**src/rtl/pe_acc_array.sv**
```systemverilog
// pe_acc_array: registered signed adder tree summing N_IN lanes per beat, feeding a saturating
// per-frame accumulator with a DATA_W-clamped result. Build macro PE_RELU_EN zeroes negative results.
module pe_acc_array #(
    parameter int N_IN      = 8,
    parameter int DATA_W    = 32,
    parameter int MAX_BEATS = 16
) (
    input  logic                     clk,
    input  logic                     rst,
    input  logic                     i_vld,
    input  logic                     i_last,
    input  logic [N_IN*DATA_W-1:0]   in_flat,
    output logic [DATA_W-1:0]        out_node,
    output logic                     o_vld,
    output logic                     o_sat
);
    localparam int D      = $clog2(N_IN);
    localparam int N_PAD  = 1 << D;
    localparam int TREE_W = DATA_W + D;
    localparam int ACC_W  = DATA_W + D + $clog2(MAX_BEATS) + 1;
    localparam int SUM_W  = ACC_W + 1;

    localparam logic signed [ACC_W-1:0]  ACC_MAX  = {1'b0, {(ACC_W-1){1'b1}}};
    localparam logic signed [ACC_W-1:0]  ACC_MIN  = {1'b1, {(ACC_W-1){1'b0}}};
    localparam logic signed [DATA_W-1:0] DATA_MAX = {1'b0, {(DATA_W-1){1'b1}}};
    localparam logic signed [DATA_W-1:0] DATA_MIN = {1'b1, {(DATA_W-1){1'b0}}};

    // Lanes are widened to the final tree width up front; padding lanes contribute zero.
    logic [N_PAD*TREE_W-1:0] lanes_ext;

    genvar k;
    generate
        for (k = 0; k < N_PAD; k++) begin : g_lane
            if (k < N_IN) begin : g_real
                assign lanes_ext[k*TREE_W +: TREE_W] = TREE_W'($signed(in_flat[k*DATA_W +: DATA_W]));
            end else begin : g_pad
                assign lanes_ext[k*TREE_W +: TREE_W] = '0;
            end
        end
    endgenerate

    // Level 0 registers the input beat; each following level halves the operand count.
    genvar s;
    generate
        for (s = 0; s <= D; s++) begin : g_lvl
            localparam int CNT = N_PAD >> s;
            logic [CNT*TREE_W-1:0] sum;
            logic                  vld;
            logic                  last;

            if (s == 0) begin : g_in
                always_ff @(posedge clk) begin
                    if (rst) begin
                        sum  <= '0;
                        vld  <= 1'b0;
                        last <= 1'b0;
                    end else begin
                        vld  <= i_vld;
                        last <= i_vld & i_last;
                        if (i_vld) begin
                            sum <= lanes_ext;
                        end
                    end
                end
            end else begin : g_add
                always_ff @(posedge clk) begin
                    if (rst) begin
                        sum  <= '0;
                        vld  <= 1'b0;
                        last <= 1'b0;
                    end else begin
                        vld  <= g_lvl[s-1].vld;
                        last <= g_lvl[s-1].last;
                        if (g_lvl[s-1].vld) begin
                            for (int j = 0; j < CNT; j++) begin
                                sum[j*TREE_W +: TREE_W] <=
                                    $signed(g_lvl[s-1].sum[(2*j)*TREE_W +: TREE_W]) +
                                    $signed(g_lvl[s-1].sum[(2*j+1)*TREE_W +: TREE_W]);
                            end
                        end
                    end
                end
            end
        end
    endgenerate

    logic signed [TREE_W-1:0] beat_sum;
    logic                     tree_vld;
    logic                     tree_last;

    assign beat_sum  = $signed(g_lvl[D].sum);
    assign tree_vld  = g_lvl[D].vld;
    assign tree_last = g_lvl[D].last;

    logic signed [ACC_W-1:0]  acc;
    logic signed [ACC_W-1:0]  acc_next;
    logic signed [SUM_W-1:0]  acc_wide;
    logic                     acc_clamp;
    logic                     sticky;
    logic signed [DATA_W-1:0] frame_val;
    logic                     data_clamp;

    always_comb begin
        acc_wide  = SUM_W'(acc) + SUM_W'(beat_sum);
        acc_next  = acc_wide[ACC_W-1:0];
        acc_clamp = 1'b0;
        if (acc_wide > SUM_W'(ACC_MAX)) begin
            acc_next  = ACC_MAX;
            acc_clamp = 1'b1;
        end else if (acc_wide < SUM_W'(ACC_MIN)) begin
            acc_next  = ACC_MIN;
            acc_clamp = 1'b1;
        end
    end

    always_comb begin
        frame_val  = acc_next[DATA_W-1:0];
        data_clamp = 1'b0;
        if (acc_next > ACC_W'(DATA_MAX)) begin
            frame_val  = DATA_MAX;
            data_clamp = 1'b1;
        end else if (acc_next < ACC_W'(DATA_MIN)) begin
            frame_val  = DATA_MIN;
            data_clamp = 1'b1;
        end
    end

    always_ff @(posedge clk) begin
        if (rst) begin
            acc      <= '0;
            sticky   <= 1'b0;
            out_node <= '0;
            o_vld    <= 1'b0;
            o_sat    <= 1'b0;
        end else begin
            o_vld <= 1'b0;
            if (tree_vld) begin
                if (tree_last) begin
`ifdef PE_RELU_EN
                    out_node <= frame_val[DATA_W-1] ? '0 : frame_val;
`else
                    out_node <= frame_val;
`endif
                    o_vld  <= 1'b1;
                    o_sat  <= sticky | acc_clamp | data_clamp;
                    acc    <= '0;
                    sticky <= 1'b0;
                end else begin
                    acc    <= acc_next;
                    sticky <= sticky | acc_clamp;
                end
            end
        end
    end

endmodule

```
**config.mk**
```make
export PLATFORM = sky130hd
export DESIGN_NAME = pe_acc_array
export DESIGN_NICKNAME = d
export VERILOG_FILES = /design/src/rtl/pe_acc_array.sv
export SDC_FILE = /design/constraint.sdc
export NUM_CORES = 1
export LEC_CHECK = 0
export CAP_MARGIN = 20
export CORE_MARGIN = 1.5
export CORE_UTILIZATION = 30
export CTS_CLUSTER_SIZE = 24
export DETAILED_ROUTE_END_ITERATION = 8
export GPL_TIMING_DRIVEN = 0
export PLACE_DENSITY = 0.54
export SLEW_MARGIN = 20
export SYNTH_ARGS = -nofsm -noshare
export SYNTH_HDL_FRONTEND = slang
export SYNTH_SLANG_ARGS = --single-unit
```
**constraint.sdc**
```tcl
create_clock -name clk -period 4.4 [get_ports clk]
set_input_delay 0.88 -clock clk [delete_from_list [all_inputs] [get_ports clk]]
set_output_delay 0.88 -clock clk [all_outputs]
set_load 0.02 [all_outputs]
```
==> impl_metrics.csv <==
group,metric,value,unit
route,routed_wl,112900,um
run_status,status,"finished clean",
sta,min_period_over_period,97.64,%
route,drt_first_pass_iters,6,
grt,grt_overflow,0,
logic_synthesis,ys.flop_type,"dfxtp_1",
route,routed_via_density,5.012,
route,final_antenna_net_count,0,
grt,antenna_found_initial,4,
logic_synthesis,synth.avg_cell_area,8.742,sq um
clock_network,cts_root_buf,"clkbuf_16",
power,power_density,346.0,mW/mm^2
sta,worst_slew_pin_slew,1163,ps
final_layout,stdcell_area,0.04137,sq mm
clock_network,cts_tree,"yes",
clock_network,htreeDepth,3,
critical_path,critical_path_class,"reg -> reg",
die,start_util,30.38,%
critical_path,endpoint,"out_node[1]",
sta,relSlewSlack,22.47,%
clock_network,clk_latency,650,ps
logic_synthesis,synth.distinct_cells,85,
die,fp.dieW,338.5,um
sta,clock.fmax,0.2328,GHz
grt,grt.total_usage,19.18,%
sta,fin_worst_skew,31.34,ps
sta,finalSetupViolCount,0,
critical_path,r2r_setup_slack,100,ps
die,ios,294,
route,drt_drc_violations_left,0,
die,rows,122,
sta,hold_violations,0,
critical_path,r2r-start,"beat_sum[1]",
logic_synthesis,ys_warn_count,0,
critical_path,cp.required,4950,ps
logic_synthesis,ys_seq_area_share,34.63,%
worst_hold_path,hp-class,"reg -> reg",
critical_path,reg2regPathDepth,14,
clock_network,clk_pin_slew,60,ps
worst_hold_path,min_from,"g_lvl[1].last",
die,dieArea,0.1146,sq mm
critical_path,crit_path_start_kind,"flop",
logic_synthesis,synthCells,3862,
logic_synthesis,syn-cell-area,0.03376,sq mm
placement,hpwl,89060,um
route,vias,28960,
sta,finalWorstPathRequiredPeriod,4296,ps
sta,maxSlewViolCount,0,
route,wl_per_cell,19.54,um
clock_network,clock-sinks,584,
clock_network,clockBufferDepth,3,
power,p_leak,17.79,nW
grt,grt_pass1_vias,28260,
power,vdd_drop_max,0.0002577,V
critical_path,cp-end-kind,"flop",
critical_path,timing.rr.end,"out_node[1]",
logic_synthesis,syn_nets,4400,
sta,hold_ws,449.2,ps
logic_synthesis,synth_edf_count,0,
final_layout,syn_to_final_growth,22.54,%
job,cap_violations,0,
placement,gp_congestion,0.9095,
route,drt_iter0_drc,1805,
final_layout,nNetsFinal,4771,
final_layout,drive_above_1_share,5.269,%
critical_path,worst-path-max-fanout,10,
clock_network,cts_buffers,73,
final_layout,final_cell_mix,"nor2_1, dfxtp_1, mux2i_1",
final_layout,final_cells,5778,
grt,grt_pass1_wl,171300,um
sta,rsz0062_at_grt,"true",
final_layout,final_common_cell,"nor2_1",
critical_path,startpoint,"beat_sum[1]",
sta,finalWorstSetupSlack,103.7,ps
placement,dp.cells,5643,
placement,portBuffers,292,
critical_path,worst-endpoint-arrival,4850,ps
grt,grt_max_degree,14,
placement,dp_slack,-668.8,ps
die,die_h,338.5,um
logic_synthesis,ys_seq_elements,584,
logic_synthesis,async_reset_ff_share,0,%
die,design.core.area,0.1111,sq mm
placement,place_area,0.03857,sq mm
==> logic make-up (layout without fill, tap and decap cells) <==
logic type                 Yosys count  count (layout)  synth area share, %
xor gates and xnor gates           219             219                5.681
DFF                                584             584                34.63
adders and majority gates          285             285                10.69
other                                0               1                    0
and+or+nand+nor                   1193            1193                15.79
buffers and inverters              267             694                3.054
muxes                              403             403                11.96
AOI/OAI and AO/OA                  911             911                18.20
==> state kept, by name, indices dropped and copies added (netlist names) <==
| register | cells |
|---|---|
| g_lvl.sum | 466 |
| acc | 40 |
| beat_sum | 35 |
| out_node | 32 |
| g_lvl.last | 4 |
| g_lvl.vld | 4 |
| o_sat | 1 |
| o_vld | 1 |
| sticky | 1 |
==> power breakdown <==
part / internal, mW / total (mW) / switching [mW]
combinational: 0.860 / 1.96 / 1.11
clock: 4.05 / 6.64 / 2.59
sequential: 5.52 / 5.71 / 0.188
==> critical path, stage by stage (launching register included) <==
cell      delay (ps)
dfxtp_1          390
inv_1             90
fa_2             410
nand2b_4         160
a21o_1           210
a311o_1          330
o211ai_4         270
a31oi_4          170
mux2i_1          160
or3_1            370
or4_4            450
o41a_4           520
buf_6            180
a211o_1          290
a211oi_2         220
==> layout make-up <==
class                   count  area (sq um)
multi-input cells        3011         21140
clock inverters            40         596.8
fillers                 11580         69750
flip-flops and latches    584         11690
inverters                  86         322.8
well taps                1488          1862
repair buffers            299          2992
diodes                      1         2.502
clock buffers              91          2057
plain buffers             178         710.7
==> metrics by stage <==
| stage | total power [mW] | TNS (ps) | utilization, % |
|---|---|---|---|
| finish | 14.31 | 0 | 37.23 |
| global route | 14.87 | -43.47 | 37.23 |
| CTS | 14.47 | 0 | 37.16 |
| detailed placement | 7.780 | -24850 | 34.71 |
| global placement | 7.765 | -49220 | 34.69 |
| floorplan | 6.971 | 0 | - |
==> synthesized netlist by cell type, types with 10 or more instances <==
cell type / number / area share, %
nor2_1: 676 / 7.5
dfxtp_1: 584 / 35
mux2i_1: 401 / 12
ha_1: 270 / 10
a21oi_1: 249 / 3.7
nand2_1: 161 / 1.8
o21ai_0: 145 / 2.1
xnor2_1: 142 / 3.7
clkbuf_1: 136 / 1.5
a21o_1: 119 / 2.6
inv_1: 86 / 0.96
xor2_1: 77 / 2.0
a211oi_1: 64 / 1.4
nor3_1: 55 / 0.82
nand3_1: 46 / 0.68
o21a_1: 44 / 0.98
nand2b_1: 39 / 0.72
nor2b_1: 38 / 0.70
buf_1: 37 / 0.41
o21bai_1: 33 / 0.73
a31oi_1: 30 / 0.56
and2_1: 29 / 0.54
nand4_1: 29 / 0.54
o31ai_1: 21 / 0.47
and3_1: 20 / 0.37
o211ai_1: 20 / 0.44
a211oi_2: 18 / 0.67
or3_1: 14 / 0.26
or4_1: 13 / 0.29
a22oi_1: 12 / 0.27
a2bb2oi_1: 12 / 0.31
a31o_2: 12 / 0.31
o22ai_1: 12 / 0.22
or2_1: 12 / 0.22
o2bb2ai_1: 11 / 0.29
or2_2: 11 / 0.20
a211o_1: 10 / 0.26
a311oi_1: 10 / 0.26
==> worst min-delay path by stage <==
stage	endpoint	slack [ps]	cells after the start
finish	g_lvl[2].last	450	1
global placement	g_lvl[3].last	420	1
global route	g_lvl[3].last	460	1
CTS	g_lvl[3].last	450	1
floorplan	g_lvl[1].last	410	1
detailed placement	g_lvl[2].last	430	1
==> repair_timing <==
item,in CTS,in global routing
setup buffers,4,2
setup endpoints to repair,55,37
pin swaps,3,7
resized for setup,12,14
hold buffers,0,0
endpoints found under the hold margin,0,0
==> metal layers <==
metal	wire length [um]	global-route usage [%]
met1	52360	25.30
met2	53110	32.80
met3	4850	2.596
met4	2563	4.849
met5	37	0
No activity file was read; power rests on OpenSTA's default activity.
